**src/rtl/hpdmc_wrser16.sv**
```systemverilog
// hpdmc_wrser16: 64-bit write burst to 16-bit DDR half-word serializer.
// Drives d0/d1 with byte masks plus DQ and DQS output-enable windows.
module hpdmc_wrser16 #(
    parameter int BURST = 4
) (
    input  logic        sys_clk,
    input  logic        sys_rst,
    input  logic        wr_start,
    input  logic [63:0] wd_i,
    input  logic [7:0]  wsel_i,
    output logic        wd_ack,
    output logic [15:0] d0,
    output logic [15:0] d1,
    output logic [1:0]  dm0,
    output logic [1:0]  dm1,
    output logic        dq_oe,
    output logic        dqs_oe,
    output logic        busy
);

    typedef enum logic [1:0] {
        IDLE,
        PRE,
        DATA,
        POST
    } state_t;

    localparam logic [3:0] LAST = 4'(2 * BURST - 1);

    state_t      state;
    logic [3:0]  b;
    logic [63:0] h;
    logic [7:0]  hsel;

    // A word is taken in PRE and on every odd beat except the final one.
    assign wd_ack = (state == PRE) ||
                    ((state == DATA) && b[0] && (b != LAST));

    // Sequencer: outputs are loaded for the cycle being entered, so the
    // upper half of a new word goes straight from wd_i to d0/d1.
    always_ff @(posedge sys_clk) begin
        if (sys_rst) begin
            state  <= IDLE;
            b      <= 4'd0;
            h      <= 64'd0;
            hsel   <= 8'd0;
            d0     <= 16'd0;
            d1     <= 16'd0;
            dm0    <= 2'b11;
            dm1    <= 2'b11;
            dq_oe  <= 1'b0;
            dqs_oe <= 1'b0;
            busy   <= 1'b0;
        end else begin
            unique case (state)
                IDLE: begin
                    if (wr_start) begin
                        state  <= PRE;
                        dqs_oe <= 1'b1;
                        busy   <= 1'b1;
                    end
                end
                PRE: begin
                    state <= DATA;
                    b     <= 4'd0;
                    h     <= wd_i;
                    hsel  <= wsel_i;
                    d0    <= wd_i[63:48];
                    d1    <= wd_i[47:32];
                    dm0   <= ~wsel_i[7:6];
                    dm1   <= ~wsel_i[5:4];
                    dq_oe <= 1'b1;
                end
                DATA: begin
                    if (b == LAST) begin
                        state <= POST;
                        b     <= 4'd0;
                        d0    <= 16'd0;
                        d1    <= 16'd0;
                        dm0   <= 2'b11;
                        dm1   <= 2'b11;
                        dq_oe <= 1'b0;
                    end else begin
                        b <= b + 4'd1;
                        if (b[0]) begin
                            h    <= wd_i;
                            hsel <= wsel_i;
                            d0   <= wd_i[63:48];
                            d1   <= wd_i[47:32];
                            dm0  <= ~wsel_i[7:6];
                            dm1  <= ~wsel_i[5:4];
                        end else begin
                            d0  <= h[31:16];
                            d1  <= h[15:0];
                            dm0 <= ~hsel[3:2];
                            dm1 <= ~hsel[1:0];
                        end
                    end
                end
                POST: begin
                    state  <= IDLE;
                    dqs_oe <= 1'b0;
                    busy   <= 1'b0;
                end
            endcase
        end
    end

endmodule
```
**config.mk**
```make
export PLATFORM = sky130hd
export DESIGN_NAME = hpdmc_wrser16
export DESIGN_NICKNAME = d
export VERILOG_FILES = /design/src/rtl/hpdmc_wrser16.sv
export SDC_FILE = /design/constraint.sdc
export NUM_CORES = 1
export LEC_CHECK = 0
export BUFFER_PORTS_ARGS = -buffer_cell sky130_fd_sc_hd__buf_2
export CAP_MARGIN = 20
export CORE_MARGIN = 1
export CORE_UTILIZATION = 45
export CTS_BUF_LIST = sky130_fd_sc_hd__clkbuf_16
export CTS_CLUSTER_SIZE = 40
export DETAILED_ROUTE_END_ITERATION = 10
export GPL_ROUTABILITY_DRIVEN = 0
export MAX_ROUTING_LAYER = met4
export PLACE_DENSITY = 0.72
export SYNTH_ARGS = -nofsm -noshare
export SYNTH_HDL_FRONTEND = slang
export SYNTH_SLANG_ARGS = --single-unit
```
**constraint.sdc**
```tcl
create_clock -name sys_clk -period 1.6 [get_ports sys_clk]
set_input_delay 0 -clock sys_clk [delete_from_list [all_inputs] [get_ports sys_clk]]
set_output_delay 0 -clock sys_clk [all_outputs]
set_load 0.02 [all_outputs]
```
Word level (Yosys, flattened, before mapping)
Index checks and enable logic that the tools add are counted.
W data, S select, Z words.

operators by class
  $add $sub $neg = 1
  equal/unequal tests = 9
  mux-type cells = 27
  bitwise gates (word level) = 4
  reductions and logical operators = 10

operators by type and width
  cell                   count
  $mux W16               4
  $mux W32               2
  $pmux W16 S2           2
  $pmux W32 S2           1
  $pmux W4 S2            2
  $mux W2                6
  $mux W4                3
  $not A2 Y2             4
  $pmux W2 S2            2
  $pmux W2 S4            1
  $ne A2 B2 Y1 const B   3
  $reduce_and A2 Y1      3
  $add A4 B1 Y4 const B  1
  $eq A2 B2 Y1 const B   2
  $eq A4 B3 Y1 const B   1
  $ne A4 B3 Y1 const B   1
  $pmux W1 S2            2
  $reduce_bool A2 Y1     2
  $reduce_and A3 Y1      1
  $eq A2 B1 Y1 const B   1
  $logic_and A1 B1 Y1    2
  $logic_not A2 Y1       1
  $mux W1                2
  $ne A2 B1 Y1 const B   1
  $logic_or A1 B1 Y1     1

word-level totals
  register bits = 80
  bits of input ports = 75
  output and inout port bits = 40
  logic and storage cells = 61

Longest topological paths before layout
Gate-level depths: netlist of run 1.

  depth in word-level cells = 4
  gate-level depth with buffers = 7

Worst setup path after synthesis of run 1
Ideal clock, no wire load.

  kind = register -> register
  from = register state[0]
  to = register h[0]
  setup time = 0.072 ns
  arrival time = 1.578 ns
  data required time = 1.528 ns
  path slack = -0.050 ns
  stages on the path, launching flop included = 8
  buffers on the path = 2
  path through = dfxtp_1 > inv_1 > ha_1 > clkinv_1 > a221oi_2 > buf_6 > buf_12 > mux2i_1

on the way
  longest elaborated chain between the ends = 3
  elaborated cells between the ends (all ways) = 7
  those cells by class = 4 x eq/ne; 1 x mux; 2 x reduce/logical

ends and longest elaborated chain
  item                                                          line  source
  start: declaration                                            30    state_t state;
  start signal: assignment                                      43    state <= IDLE;
  start signal: assignment                                      58    state <= PRE;
  start signal: assignment                                      64    state <= DATA;
  $eq A2 B2 Y1 or $eq A2 B1 Y1 (tied branches)                  55    unique case (state)
  $ne A2 B2 Y1 (no line) or $reduce_bool A2 Y1 (tied branches)  n/a
  $reduce_and A3 Y1 (no line)                                   n/a
  end signal: assignment                                        66    h <= wd_i;
  end signal: assignment                                        86    h <= wd_i;
  end: declaration                                              32    logic [63:0] h;

Parallel ways exist; a longest one is shown, timed or not.
A chain may end at the register's enable or synchronous reset.

Final worst setup path of run 1
  from = register b[1]
  to = register h[6]

on the way
  longest elaborated chain between the ends = 3

ends and longest elaborated chain
  item                         line  source
  start: declaration           31    logic [3:0] b;
  start signal: assignment     84    b <= b + 4'd1;
  $eq A4 B3 Y1                 75    if (b == LAST) begin
  $ne A2 B2 Y1 (no line)       n/a
  $reduce_and A3 Y1 (no line)  n/a

No other way between the ends.

==> summary.txt, run 1 <==
=====================================================================================
Most area-hungry cell type in the Yosys netlist                          sky130_fd_sc_hd__dfxtp_1
Most numerous cell in the Yosys netlist                                  sky130_fd_sc_hd__dfxtp_1
Area after detailed placement                                              4810 sq um
Startpoint of the worst-slack reg-to-reg timing path                             b[1]
Highest layer used for signal routing                                            met4
Violated checks                                                          setup timing
Worst-path cell chain                                                    ha_4 -> and3b_2 -> a221oi_4 -> buf_6 -> buf_12 -> mux2i_1
Cell area after layout                                                     5950 sq um
Count of buffers from port buffering                                              114
CTS Buffer Depth                                                                    2
Metal1 wirelength                                                             4.94 mm
Maximum Capacitance Violations                                                      0
Length of routed met2 wiring                                                  6.11 mm
Reg clk slew, reported paths                                                  0.06 ns
Hold Crit Start                                                              wd_i[40]
Final instance count without filler cells                                         722
Highest clock rate                                                            615 MHz
Initial antenna violation count                                                     0
Most instantiated flip-flop cell in the synthesis netlist                sky130_fd_sc_hd__dfxtp_1
Kind of start point of the critical path                                         flop
Number of synthesized flops with an enable pin                                      0
Diode count                                                                         0
Routed vias/inst                                                                 5.39
Combined area of all synthesized cells                                     4100 sq um
Post-Syn Area per Cell                                                     9.07 sq um
Post-route setup slack                                                     -0.0259 ns
Reg2reg path depth                                                                  6
Number of nets in the synthesized netlist                                         533
Final Net Count                                                                   690
Site Rows                                                                          34
DR WL/cell                                                               16.2 microns
Synthesis Warnings                                                                  0
Normalized max-slew margin                                                      66.4%
Count of routing violations after the opening detailed-route iteration            128
Vertical die dimension                                                   97.5 microns
Share of layout cells above drive strength 1                                    39.6%
Slew of the pin with the lowest slew margin                                  0.504 ns
Buffering stage count on the worst path with inverters included                     2
Clock skew after layout                                                    0.00714 ns
Number of cells on the critical path                                                6
Worst hold slack                                                            0.0808 ns
Run status                                                               finished, violations left
TritonCTS Sinks                                                                    80
Netlist cell types                                                                 36
Maximum net fanout on the critical path                                             6
Share of synthesized area occupied by flip-flops and latches                    39.1%
Standard cell core area                                                    8760 sq um
Instance count after placement with tap cells included                            657
Number of ports placed on the die boundary                                        115
Count of pins over their slew limit                                                 0
First-pass GRT wire length                                                    18.0 mm
Path type of the worst setup path                                             reg2reg
Top-area cell type share of the netlist area                                    39.1%
Pre-Repair DR Iteration Count                                                       5
Clock latency of the later-clocked register in the worst-skew pair            0.33 ns
H-tree lvl count                                                                    3
Share of the clock period used by the worst path                                 102%
Detailed-route wire length                                                    11.7 mm
Leading cell types by total area after synthesis                         sky130_fd_sc_hd__dfxtp_1 (39%), sky130_fd_sc_hd__mux2_2 (10%), sky130_fd_sc_hd__mux2i_1 (9.3%)
Endpoints failing hold                                                              0
Library cell used as clock root buffer                                   sky130_fd_sc_hd__clkbuf_16
Final number of setup-violating endpoints                                          16
Register bit total from synthesis                                                  80
Termination of the worst setup path                                              h[6]
Proportion of synthesized flip-flops having asynchronous set or reset              0%
Total negative setup slack                                                  -0.196 ns
Register-to-register setup slack                                             -0.03 ns
Worst setup path startpoint                                                      b[1]
Reported leakage power                                                        2.55 nW
Via count of the first global-routing pass                                       3809
Worst stage delay on the critical path                                        0.33 ns
TritonCTS Buffers                                                                   9
Data required time of the critical path                                       1.86 ns
Die outline area                                                           9500 sq um
Initial Util                                                                    46.8%
RSZ-0062 raised after global routing                                              yes
Via count                                                                        3890
Overall die width                                                        97.5 microns
Crit end category                                                                flop
Amount of wire on met3 after detailed routing                             472 microns
Worst min path class                                                           in2reg
Power per standard cell area                                             1790 nW/um^2
Largest net degree at the start of global routing                                  45
Data arrival time of the critical path                                        1.88 ns
Crit-path slowest cell                                                   sky130_fd_sc_hd__dfxtp_2
Top cells by instance count after synthesis                              sky130_fd_sc_hd__dfxtp_1 (80), sky130_fd_sc_hd__nand2_1 (75), sky130_fd_sc_hd__nor2b_1 (39)
CP top delay family                                                      buffers and inverters
Final ANT Viol Nets                                                                 0
DR DRC count                                                                        0
Global Route Usage Sum                                                          24.4%
Endpoint of the worst register-to-register path                                  h[6]
TritonCTS clock tree                                                             done
Tmin final                                                                    1.63 ns
Hpwl dp                                                                       6.87 mm
Synthesis-to-layout area growth                                                 45.1%
Gate count of the mapped netlist                                                  452
Remaining global-route overflow                                                     0
Maximum resistive drop on vdd                                               0.00112 V
=====================================================================================
routing by layer:
metal / up-vias / track usage [%]
li1: 1904 / -
met1: 1859 / 28.8
met2: 108 / 40.8
met3: 19 / 3.96
met4: 0 / 10.7
met5: - / -
worst min-delay path by stage:
stage | slack [ns] | to | depth (start not counted)
CTS | 0.08 | d1[8] | 4
floorplan | 0.14 | h[0] | 2
detailed placement | 0.25 | h[21] | 3
finish | 0.08 | d1[8] | 4
global route | 0.12 | d1[14] | 4
global placement | 0.25 | h[19] | 3
state kept, by name, indices dropped and copies added, names as in the netlist:
name,cells
b,4
busy,1
d0,16
d1,16
dm0,2
dm1,2
dq_oe,1
h,32
hsel,4
state,2
report_power, final:
part / internal (mW) / switching, mW / leakage [nW]
clock network: 1.02 / 0.772 / 0.138
registers: 2.76 / 0.377 / 0.660
logic: 2.70 / 3.01 / 1.75
total: 6.47 / 4.16 / 2.55
area by class of cell:
| cell class | instances | area [sq um] |
|---|---|---|
| clock buffer | 9 | 225 |
| clock inverter | 7 | 32.5 |
| timing repair buffer | 190 | 1510 |
| tap | 108 | 135 |
| inverter | 6 | 27.5 |
| multi-input combinational | 322 | 2410 |
| fill | 674 | 2810 |
| sequential | 80 | 1610 |
tightest hold or removal path, delay by kind of cell:
| kind | cells | cell delay [ns] |
|---|---|---|
| AND/OR/NAND/NOR | 2 | 0.23 |
| buffers and inverters | 1 | 0.09 |
| AO/OA/AOI/OAI | 1 | 0.05 |
logic make-up (layout without fill, tap and decap cells):
kind of cell               count (synthesis)  count (layout)  synth area share [%]
AOI/OAI and AO/OA                         53              53                  10.9
buffers and inverters                     50             212                  7.60
and+or+nand+nor                          188             188                  21.1
adders and majority gates                  6               6                  1.83
muxes                                     75              75                  19.4
DFF                                       80              80                  39.1
stage by stage:
stage | util (%) | worst slack, ns | total power, mW
finish | 67.9 | -0.0259 | 10.6
global route | 67.9 | -0.135 | 11.3
CTS | 64.7 | -0.0363 | 10.1
detailed placement | 54.9 | -0.0832 | 7.70
global placement | 54.9 | 0.0249 | 7.55
floorplan | - | 0.0117 | 6.60
placed cells by master (no fill, tap or decap), drive strengths merged, types with 2 or more instances in the layout:
master	Yosys	final
clkbuf	18	12
a21oi	4	4
clkinv	1	5
nor2	33	33
dfxtp	80	80
ha	6	6
mux2	37	37
o21ai	2	2
nand2	75	75
nor3	32	32
mux2i	38	38
dlygate4sd3	0	37
a211o	5	5
buf	22	150
a311oi	36	36
nand3	5	5
nor2b	39	39
inv	5	8
timing repair:
| item | in CTS | in global routing |
|---|---|---|
| pin swaps | 2 | 9 |
| gates cloned | 3 | 3 |
| hold buffers | 37 | 0 |
| setup buffers | 4 | 2 |
| setup endpoints to repair | 41 | 68 |
| hold endpoints to repair | 37 | 0 |
| gates resized for setup | 27 | 39 |
Note: power is estimated with default switching activity, not from simulation.
==> run 2: changes to the inputs <==
--- a/config.mk
+++ b/config.mk
@@ -7,6 +7,7 @@
 export LEC_CHECK = 0
 export BUFFER_PORTS_ARGS = -buffer_cell sky130_fd_sc_hd__buf_2
 export CAP_MARGIN = 20
+export CORE_ASPECT_RATIO = 0.5
 export CORE_MARGIN = 1
 export CORE_UTILIZATION = 45
 export CTS_BUF_LIST = sky130_fd_sc_hd__clkbuf_16
==> summary.txt, run 2 (synthesis results as in run 1) <==
=====================================================================================
Maximum resistive drop on vdd                                              0.000939 V   -16%
Tmin final                                                                    1.70 ns   +0.0694 ns
Site Rows                                                                          24   -29%
Register with the most flip-flops                                                   h
Pre-Repair DR Iteration Count                                                       4   -1
Normalized max-slew margin                                                      76.8%   +10 points
Largest net degree at the start of global routing                                  51   +13%
Number of ports placed on the die boundary                                        115   unchanged
Path type of the worst setup path                                             reg2reg
DR WL/cell                                                               15.8 microns   -3.0%
Largest registers                                                        h (32), d0 (16), d1 (16)
Vertical die dimension                                                   69.5 microns   -29%
Clock skew after layout                                                    0.00509 ns   -0.00205 ns
Cell area after layout                                                     5860 sq um   -1.6%
H-tree lvl count                                                                    3   unchanged
Reported leakage power                                                        2.53 nW   -0.69%
Initial antenna violation count                                                     0   unchanged
Highest clock rate                                                            590 MHz   -4.1%
Share of layout cells above drive strength 1                                    38.4%   -1.2 points
Final instance count without filler cells                                         732   +1.4%
Area after detailed placement                                              4800 sq um   -0.18%
Overall die width                                                         137 microns   +41%
Standard cell core area                                                    8770 sq um   about the same
TritonCTS Sinks                                                                    80   unchanged
Remaining global-route overflow                                                     0   unchanged
Clock latency of the later-clocked register in the worst-skew pair            0.34 ns   about the same
Library cell used as clock root buffer                                   sky130_fd_sc_hd__clkbuf_16
TritonCTS clock tree                                                             done
Data required time of the critical path                                       1.87 ns   about the same
Worst min path class                                                           in2reg
Data arrival time of the critical path                                        1.96 ns   +0.08 ns
Initial Util                                                                    46.8%   about the same
DR DRC count                                                                        0   unchanged
Worst-path cell chain                                                    ha_4 -> and3b_2 -> a221oi_4 -> buf_6 -> buf_12 -> buf_12 -> mux2i_1
Slew of the pin with the lowest slew margin                                  0.348 ns   -0.156 ns
Via count of the first global-routing pass                                       3622   -4.9%
Global Route Usage Sum                                                          24.4%   +0.037 points
Share of the clock period used by the worst path                                 106%   +4.3 points
Maximum net fanout on the critical path                                             8   +2
Via count                                                                        3865   -0.64%
Design Power                                                                  10.5 mW   -1.1%
Synthesis-to-layout area growth                                                 42.8%
First-pass GRT wire length                                                    17.3 mm   -3.6%
Worst hold slack                                                            0.0656 ns   -0.0152 ns
Most used cell, CP                                                       sky130_fd_sc_hd__buf_12
Endpoints failing hold                                                              0   unchanged
Commonest cells after routing, fill and taps aside                       sky130_fd_sc_hd__buf_2 (113), sky130_fd_sc_hd__dfxtp_1 (78), sky130_fd_sc_hd__nand2_1 (75), sky130_fd_sc_hd__nor2b_1 (39)
Most common library cell in the layout ignoring fill and taps            sky130_fd_sc_hd__buf_2
Die outline area                                                           9520 sq um   +0.24%
Diode count                                                                         0   unchanged
Count of buffers from port buffering                                              114   unchanged
Power per standard cell area                                             1800 nW/um^2   +0.46%
CTS Buffer Depth                                                                    2   unchanged
Post-Place Worst Slack                                                     -0.0409 ns   +0.0423 ns
Detailed-route wire length                                                    11.5 mm   -1.7%
Count of routing violations after the opening detailed-route iteration            235   +84%
Worst stage delay on the critical path                                        0.36 ns   +0.03 ns
Crit-path slowest cell                                                   sky130_fd_sc_hd__dfxtp_4
Violated checks                                                          setup timing
Reg clk slew, reported paths                                                  0.06 ns   about the same
Flip-flop count of the largest register after layout                               32   unchanged
Instance count after placement with tap cells included                            665   +1.2%
Hpwl dp                                                                       6.80 mm   -0.96%
Kind of start point of the critical path                                         flop
Routed vias/inst                                                                 5.28   -2.0%
Final number of setup-violating endpoints                                          28   +12
Final ANT Viol Nets                                                                 0   unchanged
Crit end category                                                                flop
Total negative setup slack                                                   -1.81 ns   -1.62 ns
RSZ-0062 raised after global routing                                              yes
Final Net Count                                                                   691   +0.14%
Final core utilization                                                          66.8%   -1.1 points
Count of pins over their slew limit                                                 0   unchanged
Post-route setup slack                                                     -0.0952 ns   -0.0694 ns
Maximum Capacitance Violations                                                      0   unchanged
Run status                                                               finished, violations left
TritonCTS Buffers                                                                   9   unchanged
=====================================================================================
[run 2: what timing repair did]
item / 4_1_cts / 5_1_grt
hold buffers: 37 / 0
setup endpoints to repair: 32 / 80
cloned: 3 / 3
resized for setup: 11 / 35
buffers inserted: 6 / 3
endpoints found under the hold margin: 37 / 0
pin swaps: 1 / 5
[run 2: layout make-up]
class,instances,area [sq um]
clock buffer,9,225
multi-input combinational,322,2370
clock inverter,7,30.0
fill,703,2910
tap,117,146
sequential,80,1610
timing repair buffer,191,1450
inverter,6,23.8
[run 2: report_power, final]
| part | leakage (nW) | switching, mW | internal (mW) | total, mW |
|---|---|---|---|---|
| Clock | 0.133 | 0.794 | 1.02 | 1.81 |
| Combinational | 1.74 | 2.92 | 2.65 | 5.57 |
| Sequential | 0.660 | 0.383 | 2.75 | 3.13 |
[run 2: routing by layer]
layer	wire length, microns	GRT usage (%)
met5	0	-
met1	5390	31.3
met3	679	7.46
met4	109	5.25
met2	5350	37.8
[run 2: path summary, 6_finish.rpt]
check	start	endpoint	slack (ns)	depth (start not counted)
max	b[1]	h[16]	-0.1	7
min	sys_rst	busy	0.07	2
max reg2reg	b[1]	h[16]	-0.1	7
min reg2reg	h[15]	h[15]	0.45	2
[run 2: critical path: cells and delay by family (launching register included)]
family	cells	cell delay, ns
flops	1	0.36
fa+ha+maj	1	0.16
compound gates	1	0.28
buf+inv	3	0.42
simple gates	1	0.22
mux	1	0.18
